`config.mk`:
```
export PLATFORM = sky130hd
export DESIGN_NAME = led_chaser_param
export DESIGN_NICKNAME = d
export VERILOG_FILES = /design/src/rtl/led_chaser_param.sv
export SDC_FILE = /design/constraint.sdc
export NUM_CORES = 1
export LEC_CHECK = 0
export BUFFER_PORTS_ARGS = -buffer_cell sky130_fd_sc_hd__buf_2
export CORE_ASPECT_RATIO = 0.9
export CORE_MARGIN = 1
export CORE_UTILIZATION = 52
export CTS_CLUSTER_SIZE = 30
export DETAILED_ROUTE_END_ITERATION = 8
export GPL_ROUTABILITY_DRIVEN = 0
export PLACE_DENSITY_LB_ADDON = 0.3
export SLEW_MARGIN = 20
export SYNTH_ARGS = -nofsm -noshare
export SYNTH_HDL_FRONTEND = slang
export SYNTH_SLANG_ARGS = --single-unit
```
`constraint.sdc`:
```
create_clock -name clk -period 1.84 [get_ports clk]
set_clock_uncertainty 0.05 [all_clocks]
set_input_delay 0.276 -clock clk [delete_from_list [all_inputs] [get_ports clk]]
set_output_delay 0.276 -clock clk [all_outputs]
set_load 0.02 [all_outputs]
```
`src/rtl/led_chaser_param.sv`:
```
// rtl/led_chaser_param.sv - parametrised single-LED chaser with dwell, direction and blink modes
module led_chaser_param #(
  parameter int N_LEDS  = 8,
  parameter int ON_CYC  = 300,
  parameter int OFF_CYC = 300,
  localparam int IW = (N_LEDS > 1) ? $clog2(N_LEDS) : 1
) (
  input  logic              clk,
  input  logic              rst,
  input  logic              en,
  input  logic [1:0]        mode,
  output logic [N_LEDS-1:0] led_out,
  output logic [IW-1:0]     idx,
  output logic              step,
  output logic              wrap
);

  localparam int MAXC = (ON_CYC > OFF_CYC) ? ((ON_CYC > 2) ? ON_CYC : 2)
                                           : ((OFF_CYC > 2) ? OFF_CYC : 2);
  localparam int CW = $clog2(MAXC);

  localparam logic [CW-1:0] ON_LAST  = CW'(ON_CYC - 1);
  localparam logic [CW-1:0] OFF_LAST = CW'((OFF_CYC > 0) ? OFF_CYC - 1 : 0);
  localparam logic [IW-1:0] LAST     = IW'(N_LEDS - 1);

  localparam logic [1:0] S_IDLE = 2'd0;
  localparam logic [1:0] S_ON   = 2'd1;
  localparam logic [1:0] S_OFF  = 2'd2;

  logic [1:0]    state;
  logic [CW-1:0] cnt;
  logic          dir;   // 1 = up
  logic          boundary;
  logic [IW-1:0] nxt_idx;
  logic [IW-1:0] start_idx;
  logic          nxt_dir;
  logic          nxt_wrap;

  function automatic logic [N_LEDS-1:0] led_vec(input logic [IW-1:0] i, input logic all_on);
    return all_on ? '1 : (N_LEDS'(1) << i);
  endfunction

  always_comb begin
    boundary  = en && (((state == S_ON) && (cnt == ON_LAST) && (OFF_CYC == 0)) ||
                       ((state == S_OFF) && (cnt == OFF_LAST)));
    start_idx = (mode == 2'b01) ? LAST : '0;
    nxt_idx   = idx;
    nxt_dir   = dir;
    nxt_wrap  = 1'b0;
    if (N_LEDS == 1) begin
      // A single LED never moves, but every non-blink boundary counts as a wrap.
      nxt_idx  = '0;
      nxt_wrap = (mode != 2'b11);
      if (mode == 2'b00) nxt_dir = 1'b1;
      if (mode == 2'b01) nxt_dir = 1'b0;
    end else begin
      case (mode)
        2'b00: begin
          nxt_dir = 1'b1;
          if (idx == LAST) begin
            nxt_idx  = '0;
            nxt_wrap = 1'b1;
          end else begin
            nxt_idx = idx + 1'b1;
          end
        end
        2'b01: begin
          nxt_dir = 1'b0;
          if (idx == '0) begin
            nxt_idx  = LAST;
            nxt_wrap = 1'b1;
          end else begin
            nxt_idx = idx - 1'b1;
          end
        end
        2'b10: begin
          if (dir) begin
            if (idx == LAST) begin
              nxt_dir  = 1'b0;
              nxt_idx  = LAST - 1'b1;
              nxt_wrap = 1'b1;
            end else begin
              nxt_idx = idx + 1'b1;
            end
          end else begin
            if (idx == '0) begin
              nxt_dir  = 1'b1;
              nxt_idx  = IW'(1);
              nxt_wrap = 1'b1;
            end else begin
              nxt_idx = idx - 1'b1;
            end
          end
        end
        default: ;
      endcase
    end
  end

  always_ff @(posedge clk) begin
    if (rst) begin
      state   <= S_IDLE;
      cnt     <= '0;
      idx     <= '0;
      dir     <= 1'b1;
      led_out <= '0;
      step    <= 1'b0;
      wrap    <= 1'b0;
    end else begin
      step <= 1'b0;
      wrap <= 1'b0;
      if (boundary) begin
        state   <= S_ON;
        cnt     <= '0;
        idx     <= nxt_idx;
        dir     <= nxt_dir;
        led_out <= led_vec(nxt_idx, mode == 2'b11);
        step    <= 1'b1;
        wrap    <= nxt_wrap;
      end else if (en) begin
        case (state)
          S_IDLE: begin
            state   <= S_ON;
            cnt     <= '0;
            idx     <= start_idx;
            led_out <= led_vec(start_idx, mode == 2'b11);
            step    <= 1'b1;
          end
          S_ON: begin
            if (cnt == ON_LAST) begin
              state   <= S_OFF;
              cnt     <= '0;
              led_out <= '0;
            end else begin
              cnt <= cnt + 1'b1;
            end
          end
          S_OFF: cnt <= cnt + 1'b1;
          default: state <= S_IDLE;
        endcase
      end
    end
  end

endmodule
```
==> impl_results.md <==
- Status: complete, but fails checks
- Failing checks: negative setup slack
- Prevailing post-synth register cell: dfxtp_1
- Ys Warns: 0
- Slowest stage delay, CP: 0.39 ns
- Least-Margin Pin Slew: ~0.36 ns
- Critical path's slowest cell: dfxtp_4
- Area delta synth->final: 29.6%
- DRT iter0 DRCs: around 120
- Post-synth ARST share: 0%
- Drt first pass iters: 4
- # port buffers: 17
- Hold Path Class: input port to flip-flop
- DP HPWL: roughly 3100 microns
- CP Cell Sequence: inv_4, ha_4, mux2_4, o221a_4, a221o_1, a21oi_2, o2bb2ai_1
- Share of layout cells above drive strength 1: 37.8%
- Area leader, netlist: dfxtp_1
- Final Max Tran Viols: 0
- DR vias: 1,647
- Worst setup margin: -0.122 ns
- Via/cell ratio: between 5 and 6
- Post-layout instance area: between 2000 and 2500 sq um
- Fin. Hold Viols: 0
- Crit-path max FO: 6
- Vias in the first global route: approximately 1,600
- Tmin final: approximately 2 ns
- CP endpoint kind: flip-flop
- Routed Antenna Nets: 0
- Seq cells post-synth: 25
- Instance count of the mapped netlist: roughly 190
- Clk buf depth: 2
- Hold Crit Depth: 2
- Power per standard cell area: around 570 nW/um^2
- Antenna violations before repair: 0
- Leakage: 0.846 nW
- Diodes inserted: 0
- Clk Latency, worst-skew pair: around 0.33 ns
- CTS buffer count: 3
- Syn nets: 207
- Crit path DAT: ~2.2 ns
- Achievable Freq: 0.510 GHz
- DRC viols: 0
- Worst vdd ir: between 300 and 400 uV
- Gr usage total: 26.9%
- Crit Path Category: flip-flop to flip-flop
- Grt ovf: 0
- Effective utilization at floorplan: between 50% and 60%
- First-pass GRT wire length: 7130 microns
- Die area: around 3400 sq um
- Startpoint types: flip-flop
- Final wirelength: between 4000 and 5000 microns
- Largest net degree at the start of global routing: 16
- Placed inst area: a little under 2000 sq um
- Core box area: about 2900 sq um
- Syn_area_per_cell: around 8.5 sq um
- CTS tree: built
- Routed wire length per instance: 15.5 microns
- Die height: 55.3 microns
- Number of flops mapped to enable cells by yosys: 0
- Synth cell types: 58
- Num ports: 18
- Core Rows: 18
- Final setup viols: 10
- Final Cycle Share: 107%
- Max-cap violations: 0
- Critical Path RT: about 2.0 ns
- Synth area leaders: dfxtp_1 (30%), ha_1 (7.6%), nor2_1 (4.8%), a21oi_1 (3.7%), nand2_1 (3.0%)
- Dpl ws: -0.136 ns
- Register-to-Register Path Depth: 7
- Clk sink count: 25
- RSZ-0062 raised after global routing: true
- Final nets: 254
- Mapped cell area: roughly 1600 sq um
- Post-synthesis sequential area ratio: 30.5%
- Synth top area share: ~30%
- Reg clk slew, reported paths: ~0.15 ns
- Die Wd: ~61 microns
- Root Driver: clkbuf_4
- H-tree level count: 1
- Relative slew slack: 75.8%
critical path, delay by kind of cell, from the launching register on:
family,cells,cell delay (ns)
buffers and inverters,1,0.07
flip-flops,1,0.39
multiplexers,1,0.31
adder cells (fa/ha/maj),1,0.17
AO/OA/AOI/OAI,4,0.89
area by class of cell:
| type | instances | area [sq um] |
|---|---|---|
| Fill cell | 205 | 733 |
| Clock inverter | 1 | 6.26 |
| Multi-Input combinational cell | 152 | 1180 |
| Clock buffer | 3 | 22.5 |
| Sequential cell | 25 | 510 |
| Timing Repair Buffer | 47 | 314 |
| Inverter | 10 | 42.5 |
| Tap cell | 40 | 50.0 |
layer usage:
| metal | share of wire (%) | GRT usage [%] | vias to the layer above |
|---|---|---|---|
| met4 | 1.4 | 6.17 | 0 |
| met1 | 45 | 38.7 | 791 |
| met2 | 48 | 42.1 | 52 |
| met3 | 6.4 | 3.75 | 11 |
| met5 | 0 | 0 | - |
| li1 | - | - | 793 |
power breakdown:
part           leakage, nW  internal, mW  total (mW)  switching, mW
Sequential           0.206         0.560       0.578         0.0179
Clock               0.0183        0.0850       0.266          0.181
Combinational        0.623         0.166       0.377          0.212
repair_timing:
action | in CTS | in global routing
cloned | 0 | 0
hold buffers | 0 | 0
setup buffers | 2 | 3
endpoints found under the setup margin | 18 | 19
pin swaps | 6 | 7
gates resized for setup | 13 | 8
registers in the layout, summed over array words and instances (netlist names):
register  flops
idx           3
led_out       8
wrap          1
step          1
dir           1
state         2
cnt           9
per-stage QoR:
stage | power, mW | setup TNS [ns] | hold slack (ns) | utilization (%) | std cells
6_report | 1.22 | -0.846 | 0.275 | 74.4 | 278
5_1_grt | 1.28 | -1.62 | 0.269 | 74.4 | 278
4_1_cts | 1.21 | -0.774 | 0.255 | 72.7 | 275
3_5_place_dp | 0.925 | -1.00 | 0.397 | 68.9 | 269
3_3_place_gp | 0.912 | -0.411 | 0.390 | 68.9 | 269
2_1_floorplan | 0.810 | -0.123 | 0.379 | - | 192
logic make-up after synthesis:
kind of cell	synth area share, %
muxes	1.30
adders and majority gates	7.62
AOI/OAI and AO/OA	25.9
DFF	30.5
and+or+nand+nor	27.4
buffers and inverters	4.12
xor gates and xnor gates	3.20
synth_stat cells (2+ instances only):
cell type,count
a211oi_1,3
a21boi_0,3
a21o_1,2
a21oi_1,12
a221o_1,2
and2b_1,3
and3_1,2
buf_2,3
dfxtp_1,25
ha_1,10
inv_1,10
nand2_1,13
nand2b_1,4
nand3_1,9
nand4_1,4
nor2_1,21
nor2b_1,4
nor3_1,3
nor4_1,2
o211ai_1,2
o21ai_0,8
o21ai_1,3
o21ai_2,2
o2bb2ai_1,4
xnor2_1,2
xor2_1,4
cell usage in the layout, fill, tap and decap left out, drive strengths merged, types with 2 or more instances in the layout:
master,instances
o2bb2ai,4
nor4,2
and2b,3
dfxtp,25
nor2b,4
nand2,13
a221oi,2
and4bb,2
a21oi,13
nand2b,4
o311ai,2
a211oi,3
buf,47
nor3,3
inv,11
a21o,2
a21boi,3
a311oi,2
or3b,2
o211ai,2
nor2,21
clkbuf,3
xor2,4
nand4,6
nand3,9
ha,10
a221o,2
o21ai,13
and3,3
xnor2,2
final timing paths:
check / slack (ns) / to / start
worst min register to register: 0.43 / led_out[6] / led_out[6]
worst max-delay path: -0.12 / led_out[6] / idx[1]
worst max register to register: -0.12 / led_out[6] / idx[1]
worst min-delay path: 0.28 / step / rst
No activity file was read; power rests on OpenSTA's default activity.
